$ cat config.mk
export PLATFORM = sky130hd
export DESIGN_NAME = pipe_hazard_ctrl
export DESIGN_NICKNAME = d
export VERILOG_FILES = /design/src/rtl/pipe_hazard_pkg.sv /design/src/rtl/load_use_detect.sv /design/src/rtl/pipe_hazard_ctrl.sv
export SDC_FILE = /design/constraint.sdc
export NUM_CORES = 1
export LEC_CHECK = 0
export BUFFER_PORTS_ARGS = -buffer_cell sky130_fd_sc_hd__buf_2
export CORE_MARGIN = 2
export CORE_UTILIZATION = 45
export DETAILED_ROUTE_END_ITERATION = 16
export HOLD_SLACK_MARGIN = 0.15
export PLACE_DENSITY = 0.75
export SLEW_MARGIN = 25
export SYNTH_ARGS = -nofsm -noshare
export SYNTH_HDL_FRONTEND = slang
export SYNTH_HIERARCHICAL = 1
export SYNTH_SLANG_ARGS = --single-unit
$ cat constraint.sdc
create_clock -name clk -period 2.9 [get_ports clk]
set_clock_uncertainty 0.15 [all_clocks]
set_input_delay 0.58 -clock clk [delete_from_list [all_inputs] [get_ports clk]]
set_output_delay 0.58 -clock clk [all_outputs]
set_load 0.05 [all_outputs]
$ cat src/rtl/pipe_hazard_pkg.sv
// Shared types and constants for the pipeline hazard controller.
package pipe_hazard_pkg;

  // Controller states: normal operation, waiting on data memory, bus error
  typedef enum logic [1:0] {
    ST_RUN  = 2'd0,
    ST_WAIT = 2'd1,
    ST_ERR  = 2'd2
  } state_t;

  // Register-file index width
  localparam int REG_W = 5;

  // Memory wait counter width and the wait value at which a missing ack is fatal
  localparam int WAIT_W = 8;
  localparam logic [WAIT_W-1:0] TIMEOUT = 8'd255;

  // Frozen-cycle counter width and its saturation value
  localparam int STALL_W = 16;
  localparam logic [STALL_W-1:0] STALL_MAX = '1;

  // Stage load enables, MSB first: PC, IF/ID, ID/EX, EX/MEM, MEM/WB
  typedef struct packed {
    logic pc;
    logic ifid;
    logic idex;
    logic exmem;
    logic memwb;
  } stage_en_t;

  // Stage clear requests, MSB first: IF/ID, ID/EX, EX/MEM
  typedef struct packed {
    logic ifid;
    logic idex;
    logic exmem;
  } stage_flush_t;

  // Increment that sticks at the all-ones value
  function automatic logic [STALL_W-1:0] sat_inc(input logic [STALL_W-1:0] v);
    logic [STALL_W-1:0] one;
    one = {{(STALL_W-1){1'b0}}, 1'b1};
    return (v == STALL_MAX) ? v : v + one;
  endfunction

endpackage

$ cat src/rtl/load_use_detect.sv
// Combinational load-use detector: the load in ID/EX writes a register that
// the instruction in ID reads. Register 0 is hardwired and never conflicts.
module load_use_detect
  import pipe_hazard_pkg::*;
(
  input  logic             idex_memR,
  input  logic [REG_W-1:0] idex_rt,
  input  logic [REG_W-1:0] id_rs,
  input  logic [REG_W-1:0] id_rt,
  output logic             hazard
);

  logic [REG_W-1:0] src [2];
  logic [1:0]       src_match;

  assign src[0] = id_rs;
  assign src[1] = id_rt;

  // One comparator per source operand of the ID instruction
  genvar gi;
  generate
    for (gi = 0; gi < 2; gi++) begin : g_src
      assign src_match[gi] = (src[gi] == idex_rt);
    end
  endgenerate

  assign hazard = idex_memR & (idex_rt != '0) & (|src_match);

endmodule

$ cat src/rtl/pipe_hazard_ctrl.sv
// Pipeline hazard controller: freezes the pipe on slow data-memory accesses,
// flushes on taken branches, inserts a bubble on load-use, and counts
// frozen cycles. A missing memory ack for TIMEOUT wait cycles latches a
// bus error that only reset clears.
module pipe_hazard_ctrl
  import pipe_hazard_pkg::*;
(
  input  logic               clk,
  input  logic               rst,
  input  logic [REG_W-1:0]   id_rs,
  input  logic [REG_W-1:0]   id_rt,
  input  logic               idex_memR,
  input  logic [REG_W-1:0]   idex_rt,
  input  logic               exmem_memR,
  input  logic               exmem_memW,
  input  logic               exmem_pcSel,
  input  logic               exmem_zero,
  input  logic               dmem_ack,
  output logic               dmem_req,
  output logic               pc_write,
  output logic               ifid_write,
  output logic               idex_write,
  output logic               exmem_write,
  output logic               memwb_write,
  output logic               ifid_flush,
  output logic               idex_flush,
  output logic               exmem_flush,
  output logic               bus_err,
  output logic [STALL_W-1:0] stall_cnt
);

  state_t              state_reg, state_next;
  logic [WAIT_W-1:0]   wait_cnt_reg, wait_cnt_next;
  logic [STALL_W-1:0]  stall_cnt_reg, stall_cnt_next;

  logic                mem_op;
  logic                req_raw;
  logic                advance;
  logic                err_now;
  logic                load_use;
  logic                branch_taken;
  logic                lu_stall;
  stage_en_t           en;
  stage_flush_t        fl;

  load_use_detect u_load_use_detect (
    .idex_memR (idex_memR),
    .idex_rt   (idex_rt),
    .id_rs     (id_rs),
    .id_rt     (id_rt),
    .hazard    (load_use)
  );

  assign mem_op = exmem_memR | exmem_memW;

  // Next-state logic: decide whether the pipe advances this cycle
  always_comb begin
    state_next    = state_reg;
    wait_cnt_next = wait_cnt_reg;
    req_raw       = 1'b0;
    advance       = 1'b0;
    err_now       = 1'b0;
    case (state_reg)
      ST_RUN: begin
        req_raw = mem_op;
        if (mem_op && !dmem_ack) begin
          // Memory not ready: freeze now and start counting wait cycles
          state_next    = ST_WAIT;
          wait_cnt_next = {{(WAIT_W-1){1'b0}}, 1'b1};
        end else begin
          advance = 1'b1;
        end
      end
      ST_WAIT: begin
        // Request held continuously until the ack cycle
        req_raw       = 1'b1;
        wait_cnt_next = wait_cnt_reg + {{(WAIT_W-1){1'b0}}, 1'b1};
        if (dmem_ack) begin
          advance    = 1'b1;
          state_next = ST_RUN;
        end else if (wait_cnt_reg == TIMEOUT) begin
          state_next = ST_ERR;
        end
      end
      ST_ERR: begin
        // Dead until reset; everything held off
        err_now = 1'b1;
      end
      default: begin
        state_next = ST_RUN;
      end
    endcase
  end

  // Hazard priority within an advancing cycle: branch beats load-use
  always_comb begin
    branch_taken = advance & exmem_pcSel & exmem_zero;
    lu_stall     = advance & load_use & ~branch_taken;

    en.pc    = advance & ~lu_stall;
    en.ifid  = advance & ~lu_stall;
    en.idex  = advance;
    en.exmem = advance;
    en.memwb = advance;

    fl.ifid  = branch_taken;
    fl.idex  = branch_taken | lu_stall;
    fl.exmem = branch_taken;

    // Any stage held counts as a frozen cycle
    stall_cnt_next = (&en) ? stall_cnt_reg : sat_inc(stall_cnt_reg);
  end

  // State, wait counter and frozen-cycle counter registers
  always_ff @(posedge clk or negedge rst) begin
    if (!rst) begin
      state_reg     <= ST_RUN;
      wait_cnt_reg  <= '0;
      stall_cnt_reg <= '0;
    end else begin
      state_reg     <= state_next;
      wait_cnt_reg  <= wait_cnt_next;
      stall_cnt_reg <= stall_cnt_next;
    end
  end

  // Any in-flight access is abandoned while reset is held
  assign dmem_req    = req_raw & rst;
  assign bus_err     = err_now;
  assign stall_cnt   = stall_cnt_reg;

  assign pc_write    = en.pc;
  assign ifid_write  = en.ifid;
  assign idex_write  = en.idex;
  assign exmem_write = en.exmem;
  assign memwb_write = en.memwb;

  assign ifid_flush  = fl.ifid;
  assign idex_flush  = fl.idex;
  assign exmem_flush = fl.exmem;

endmodule

==> impl_metrics.tcl, run 1 <==
set metrics [dict create \
    fill_cells 289 \
    post-route-min-period_ns 2.836 \
    grt_pass1_wl_um 5382 \
    worstMarginPinSlew_ns 0.5197 \
    die_h_um 61.06 \
    pwr-share-seq_pct 41.6 \
    cp_slowest_stage_delay_ns 0.52 \
    io_buffers 48 \
    synth_warnings 6 \
    core_area_um2 3078 \
    syn_nets 182 \
    cts_tree "done" \
    seq_area_frac_synth_pct 44.41 \
    vias 1297 \
    p_switching_uw 529.5 \
    hold_viol 0 \
    syn_inst 157 \
    crit_arrival_ns 2.11 \
    antenna_found_initial 0 \
    synth_area_per_cell_um2 9.332 \
    layout-drive-gt1-share_pct 29.61 \
    clock.fmax_mhz 352.6 \
    drt-pass1-iter-count 4 \
    combPwrFrac_pct 37.9 \
    ios 49 \
    ir_worst_vdd_uv 502.8 \
    holdWs_ns 0.3025 \
    fin_nets 232 \
    postRouteAntennaNets 0 \
    startpoint_type "input port" \
    synth_area_leaders "dfrtp_1, xor2_1, xnor2_1" \
    period_share_pct 97.79 \
    ys_seq_elements 26 \
    path_common_cell "buf_2" \
    synthDistinctLibCells 31 \
    slew_headroom_pct 65.28 \
    cts_root_buf "clkbuf_4" \
    maxCapViolations 0 \
    worstHoldPathType "input port to register" \
    end_kind "primary output" \
    clock_sinks 26 \
    grt_util_all_layers_pct 19.18 \
    placed_area_um2 1748 \
    status "completed" \
    synth_top_area_cell "dfrtp_1" \
    clk_latency_ns 0.33 \
    wl_per_cell_um 12.29 \
    n_antenna_cell 0 \
    start_util_pct 47.60 \
    p_sw_share_pct 42.64 \
    overflow 0 \
    cts_made_buffers 3 \
    p_int_uw 712.2 \
    critical_path_class "input port to primary output" \
    post_cts_buffers 0 \
    slowest_stage "or4_1" \
    drt-total-wl_um 3072 \
    post-route-cell-area_um2 1810 \
    yosys.area.top_type_share_pct 44.41 \
    drc 0 \
    htreeDepth 1 \
    setup_violations 0 \
    drt_first_iter_violations 72 \
    hpwlAfterDp_um 2389 \
    slew_violations 0 \
    critPathMaxFanout 3 \
    power_frac_clock_pct 20.5 \
    grt_max_degree 27 \
    num_rows 20 \
    rsz0062_at_grt "true" \
    syn2layout_area_growth_pct 23.57 \
    clk_pin_slew_ns 0.14 \
    largest_reg_flops 16 \
    place.gp.congestion 0.8325 \
    die_w_um 61.06 \
    post_drt_via_cell_ratio 5.188 \
    cts_max_path_buffers 2 \
    critPathRequiredTime_ns 2.17 \
    fp.dieArea_um2 3728 \
    syn-cell-area_um2 1465 \
    power_density_nw_per_um2 685.8 \
    grt_pass1_vias 1272 \
    crit_chain "buf_2, or4_1, o21ai_1, a21oi_1, a221oi_4, buf_2" \
    leakage_nw 0.8877 \
]
## power by group through the flow
stage / clock network (mW) / registers, mW / logic, mW
2_1_floorplan: 0 / 0.694 / 0.174
3_3_place_gp: 0 / 0.520 / 0.464
3_5_place_dp: 0 / 0.522 / 0.472
4_1_cts: 0.260 / 0.516 / 0.474
5_1_grt: 0.274 / 0.534 / 0.507
6_report: 0.255 / 0.516 / 0.471
## cell families after synthesis
family	Yosys count	share of synthesized area, %
muxes	2	1.537
and+or+nand+nor	67	22.63
AOI/OAI and AO/OA	26	12.13
xor gates and xnor gates	23	13.75
adders and majority gates	2	1.708
DFF	26	44.41
buffers and inverters	11	3.843
## metal layers
metal  vias up  part of all wire (%)  GRT usage, %
met5         -                     0             0
met4         0                   2.2         5.590
li1        647                     -             -
met2        28                    48         34.19
met1       614                    45         23.32
met3         8                   4.0         3.992
## Yosys cell counts
cell,instances
or3_4,1
a31oi_1,3
nor3b_1,1
o21ai_1,1
nand2b_1,2
ha_1,2
nand2_1,14
a22o_1,1
o21bai_1,1
a211oi_2,1
a21oi_1,3
nor2_1,17
o31ai_1,2
dfrtp_1,26
or3_1,1
or4_1,1
o21ai_0,12
a221oi_4,1
inv_1,5
and3_1,8
xnor2_1,11
buf_4,4
nor3_1,6
nand4_1,5
nand3_1,8
clkbuf_1,2
nor4_1,3
mux2_2,1
a21oi_2,1
xor2_1,12
mux2_1,1
## cells in the final DEF, fill, tap and decap left out, types with 4 or more instances in the layout
| cell type | count |
|---|---|
| and3_1 | 8 |
| buf_2 | 48 |
| dfrtp_1 | 26 |
| inv_1 | 5 |
| nand2_1 | 14 |
| nand3_1 | 8 |
| nand4_1 | 5 |
| nor2_1 | 17 |
| nor3_1 | 4 |
| o21ai_0 | 12 |
| xnor2_1 | 11 |
| xor2_1 | 12 |
## final timing paths
check                                 from               to  slack (ns)  cells after the start
min in group asynchronous              rst     state_reg[0]        0.60                      3
max reg2reg                   state_reg[0]     stall_cnt[7]        0.78                      6
max in group asynchronous              rst  wait_cnt_reg[3]        1.76                      3
max                             idex_rt[1]         pc_write        0.06                      6
min                               dmem_ack     state_reg[0]        0.30                      2
min reg2reg                wait_cnt_reg[7]  wait_cnt_reg[7]        0.35                      1
## critical path: cells and delay by family
family | cells | cell delay (ns)
buffers and inverters | 2 | 0.45
and+or+nand+nor | 1 | 0.52
AOI/OAI and AO/OA | 3 | 0.55
## stage by stage
stage	setup TNS (ns)	total power [mW]	setup slack, ns	utilization (%)	std cells
global placement	0	0.9846	0.09083	56.79	245
CTS	0	1.250	0.07250	58.82	250
detailed placement	0	0.9947	0.07586	56.79	245
global route	-0.01351	1.315	-0.007384	58.82	250
finish	0	1.242	0.06396	58.82	250
floorplan	-0.06750	0.8679	-0.06750	-	157
## final cells by class
type                            instances  area (um2)  area share [%]
Multi-Input combinational cell        120       768.2           42.43
Inverter                                5       18.77           1.037
Clock buffer                            3       22.52           1.244
Tap cell                               44       55.05           3.041
Clock inverter                          1       30.03           1.659
Sequential cell                        26       650.6           35.94
Timing Repair Buffer                   51       265.3           14.65
## what timing repair did
item / 4_1_cts / 5_1_grt
hold endpoints to repair: 26 / 0
resized for setup: 0 / 0
hold buffers: 1 / 0
endpoints found under the setup margin: 0 / 2
No activity file was read; power rests on OpenSTA's default activity.
==> run 2, diff against run 1 <==
- PLACE_DENSITY: 0.75 -> 0.77
- clock period: 2.9 -> 2.47 ns (I/O delays scaled with it)
==> run 2 against run 1 <==
  * Setup slack lost 0.055 ns
  * Count of clock-buffer cells in the layout is the same
  * Cell area grew 4.4%
  * Via count grew 2.5%
  * Hold slack lost 0.066 ns
  * Global-route usage grew 0.68 points
  * Largest cell class unchanged
==> impl_metrics.tcl, run 2 (synthesis results as in run 1) <==
set metrics [dict create \
    leakage_nw 0.9204 \
    combPwrFrac_pct 42.5 \
    drt-pass1-iter-count 4 \
    htreeDepth 1 \
    start_util_pct 47.60 \
    grt_pass1_vias 1317 \
    worstMarginPinSlew_ns 0.5324 \
    hold_viol 0 \
    place.gp.congestion 0.8624 \
    end_kind "primary output" \
    grt_max_degree 27 \
    clk_pin_slew_ns 0.12 \
    slew_violations 0 \
    postRouteAntennaNets 0 \
    cts_root_buf "clkbuf_4" \
    cts_max_path_buffers 2 \
    multi_input_area_um2 797.0 \
    power_density_nw_per_um2 718.7 \
    wl_per_cell_um 12.56 \
    rsz0062_at_grt "true" \
    power_frac_clock_pct 12.5 \
    placed_area_um2 1802 \
    overflow 0 \
    clock_sinks 26 \
    io_buffers 48 \
    drt-total-wl_um 3216 \
    final_core_util_pct 61.38 \
    grt_util_all_layers_pct 19.86 \
    crit_arrival_ns 1.82 \
    post_drt_via_cell_ratio 5.195 \
    largest_reg_flops 16 \
    num_rows 20 \
    maxCapViolations 0 \
    critPathRequiredTime_ns 1.83 \
    startpoint_type "input port" \
    post-route-cell-area_um2 1889 \
    drt_first_iter_violations 91 \
    place_ws_ns -0.1286 \
    antenna_found_initial 0 \
    pwr-share-seq_pct 45.0 \
    die_h_um 61.06 \
    final_common_cell "buf_2" \
    p_sw_share_pct 44.94 \
    n_antenna_cell 0 \
    status "completed" \
    layout-drive-gt1-share_pct 34.43 \
    core_area_um2 3078 \
    ios 49 \
    cts_made_buffers 3 \
    p_int_uw 747.6 \
    syn2layout_area_growth_pct 28.95 \
    clock.fmax_mhz 406.4 \
    ff_latch_area_um2 650.6 \
    vias 1330 \
    critical_path_class "input port to primary output" \
    fill_cells 272 \
    r2r_slack_ns 0.18 \
    most-common-layout-cells "buf_2, dfrtp_1, nor2_1, nand2_1" \
    grt_pass1_wl_um 5630 \
    die_w_um 61.06 \
    drc 0 \
    post-route-min-period_ns 2.461 \
    worstHoldPathType "input port to register" \
    fin_nets 239 \
    hpwlAfterDp_um 2433 \
    finalPower_mw 1.358 \
    slew_headroom_pct 64.43 \
    cts_tree "done" \
    ir_worst_vdd_uv 643.9 \
    clk_latency_ns 0.31 \
    p_switching_uw 610.2 \
    critPathMaxFanout 3 \
    period_share_pct 99.62 \
    setup_violations 0 \
    fp.dieArea_um2 3728 \
    holdWs_ns 0.2369 \
    layout_setup_ws_ns 0.009313 \
]
[run 2: critical path, stage by stage]
cell and delay (ns):
buf_6 0.09, or4_4 0.52, o21ai_2 0.14, a21oi_2 0.07, a221oi_4 0.29, buf_6 0.21
[run 2: layout make-up]
type / count / area share [%]
Clock buffer: 3 / 1.192
Multi-Input combinational cell: 120 / 42.19
Tap cell: 44 / 2.914
Sequential cell: 26 / 34.44
Inverter: 5 / 0.9934
Timing Repair Buffer: 58 / 18.28
[run 2: power by group through the flow]
| stage | Combinational (mW) | Clock (mW) | Sequential [mW] |
|---|---|---|---|
| final | 0.576 | 0.170 | 0.611 |
| after global routing | 0.624 | 0.197 | 0.625 |
| after global placement | 0.559 | 0 | 0.616 |
| after CTS | 0.580 | 0.177 | 0.611 |
| after floorplan | 0.206 | 0 | 0.814 |
| after detailed placement | 0.567 | 0 | 0.618 |
[run 2: worst paths after layout]
check                      cells after the start               to       startpoint
max                                            6       ifid_write       idex_rt[1]
min                                            2     state_reg[0]         dmem_ack
max reg2reg                                    8     stall_cnt[5]     state_reg[0]
min reg2reg                                    1  wait_cnt_reg[7]  wait_cnt_reg[7]
max in group asynchronous                      3     stall_cnt[0]              rst
min in group asynchronous                      3     state_reg[0]              rst
[run 2: stage by stage]
step	TNS, ns	std cells
6_report	0	256
5_1_grt	-0.1350	256
4_1_cts	0	256
3_5_place_dp	-0.8982	251
3_3_place_gp	-0.6962	251
2_1_floorplan	-2.213	157
[run 2: timing repair]
item	CTS	global route
gates resized for setup	10	3
hold buffers	1	0
cloned	0	0
endpoints found under the setup margin	3	8
buffers inserted	1	0
hold endpoints to repair	26	0
[run 2: per-layer routing]
metal / vias to the layer above / track usage (%) / routed length (um) / part of all wire, %
li1: 662 / - / - / -
met1: 626 / 24.53 / 1368 / 43
met2: 34 / 34.65 / 1631 / 51
met3: 8 / 4.622 / 151 / 4.7
met4: 0 / 5.590 / 65 / 2.0
met5: - / 0 / 0 / 0
==> run 3, diff against run 2 <==
==> constraint.sdc (replaced) <==
create_clock -name clk -period 2.47 [get_ports clk]
set_clock_uncertainty 0.15 [all_clocks]
set_input_delay 0.1235 -clock clk [delete_from_list [all_inputs] [get_ports clk]]
set_output_delay 0.1235 -clock clk [all_outputs]
set_load 0.05 [all_outputs]
==> run 3 against run 2 <==
  * Power up 6.5%
  * Largest cell class unchanged
  * Register-to-register slack better by 0.14 ns
  * Cell area down 3.8%
==> impl_metrics.tcl, run 3 (synthesis results as in run 1) <==
set metrics [dict create \
    io_buffers 48 \
    grt_max_degree 27 \
    slew_violations 0 \
    dr_wl_met3_um 124 \
    postRouteAntennaNets 0 \
    most-common-layout-cells "buf_2, dfrtp_1, nor2_1, nand2_1" \
    hold_viol 0 \
    core_area_um2 3078 \
    clock_sinks 26 \
    critPathMaxFanout 7 \
    final_common_cell "buf_2" \
    crit_chain "or3_4, a221oi_4, buf_2" \
    cpLargestDelayFamily "flip-flops" \
    cts_max_path_buffers 2 \
    worstHoldPathType "input port to asynchronous set/reset pin" \
    routed.top_layer "met4" \
    leakage_nw 0.8891 \
    die_w_um 61.06 \
    slowest_stage "dfrtp_1" \
    startpoint_type "register" \
    vias 1291 \
    rsz0062_at_grt "false" \
    end_kind "primary output" \
    worstMarginPinSlew_ns 0.5443 \
    layout-drive-gt1-share_pct 28.50 \
    hpwlAfterDp_um 2377 \
    setup_violations 0 \
    power_density_nw_per_um2 795.1 \
    grt_pass1_wl_um 5043 \
    critPathRequiredTime_ns 2.20 \
    cts_root_buf "clkbuf_4" \
    wl_met1_um 1372 \
    n_antenna_cell 0 \
    antenna_found_initial 0 \
    clk_pin_slew_ns 0.14 \
    drt-total-wl_um 3005 \
    start_util_pct 47.60 \
    post-route-min-period_ns 2.224 \
    grt_util_all_layers_pct 18.05 \
    syn2layout_area_growth_pct 24.08 \
    cp.buffers_inverters 1 \
    fin_nets 233 \
    wl_per_cell_um 11.97 \
    clk_latency_ns 0.32 \
    overflow 0 \
    place.gp.congestion 0.7996 \
    num_rows 20 \
    grt_pass1_vias 1139 \
    period_share_pct 90.04 \
    drt-pass1-iter-count 4 \
    fp.dieArea_um2 3728 \
    cts_tree "done" \
    drt_first_iter_violations 54 \
    largest_reg_flops 16 \
    critical_path_class "register to primary output" \
    cts_made_buffers 3 \
    post_cts_buffers 0 \
    clock.fmax_mhz 449.6 \
    maxCapViolations 0 \
    status "completed" \
    post_drt_via_cell_ratio 5.143 \
    wl_met2_um 1489 \
    crit_arrival_ns 1.95 \
    die_h_um 61.06 \
    cp_slowest_stage_delay_ns 0.45 \
    slew_headroom_pct 63.64 \
    htreeDepth 1 \
    fill_cells 276 \
    setup-tns-final_ns 0 \
    ir_worst_vdd_uv 445.2 \
    final_core_util_pct 59.07 \
    ios 49 \
    drc 0 \
]
## run 3: changes by cell type in the layout (fill, tap and decap cells not counted), moves of 2 or more
cell | previous run | this run
a21oi_1 | 1 | 3
a21oi_2 | 3 | 1
buf_2 | 43 | 48
buf_4 | 9 | 1
buf_6 | 4 | 0
dlygate4sd3_1 | 1 | 3
nor3_1 | 3 | 5
## run 3: per-stage QoR
step           instance area (um2)  std cells  worst slack, ns  hold WS, ns  power (mW)
3_5_place_dp                  1735        244           0.3227     0.002077       1.165
6_report                      1818        251           0.2460       0.1631       1.445
5_1_grt                       1818        251           0.1551       0.1850       1.540
4_1_cts                       1818        251           0.2239       0.1710       1.461
2_1_floorplan                 1470        157           0.1607      -0.3221       1.017
3_3_place_gp                  1735        244           0.3446      0.01279       1.154
## run 3: layer usage
metal	vias to the layer above	GRT usage, %
li1	651	-
met2	27	29.03
met1	609	24.83
met3	4	4.622
met4	0	3.727
met5	-	0
## run 3: worst paths after layout
kind / startpoint / cells after the start / slack [ns] / to
worst max-delay path: state_reg[0] / 3 / 0.25 / ifid_write
max in group asynchronous: rst / 3 / 1.77 / wait_cnt_reg[2]
worst min register to register: wait_cnt_reg[7] / 1 / 0.35 / wait_cnt_reg[7]
min in group clk: exmem_memR / 5 / 0.23 / stall_cnt[12]
worst max register to register: wait_cnt_reg[0] / 7 / 0.32 / state_reg[0]
worst min-delay path: rst / 3 / 0.16 / stall_cnt[12]
## run 3: tightest hold or removal path, delay by kind of cell
kind                   cells  cell delay [ns]
buffers and inverters      3             0.94
## run 3: cell type report
type | count | area, um2 | area share, %
Sequential cell | 26 | 650.6 | 35.79
Timing Repair Buffer | 52 | 277.8 | 15.28
Clock buffer | 3 | 22.52 | 1.239
Multi-Input combinational cell | 120 | 763.2 | 41.98
Clock inverter | 1 | 30.03 | 1.652
Inverter | 5 | 18.77 | 1.032
Tap cell | 44 | 55.05 | 3.028
## run 3: power breakdown
group / internal, mW / switching (mW)
logic: 0.161 / 0.387
clock network: 0.164 / 0.127
registers: 0.510 / 0.0968
## run 3: repair_timing
item                       CTS  global route
hold buffers                 3             0
resized for setup            0             0
hold endpoints to repair    28             0
setup endpoints to repair    0             0
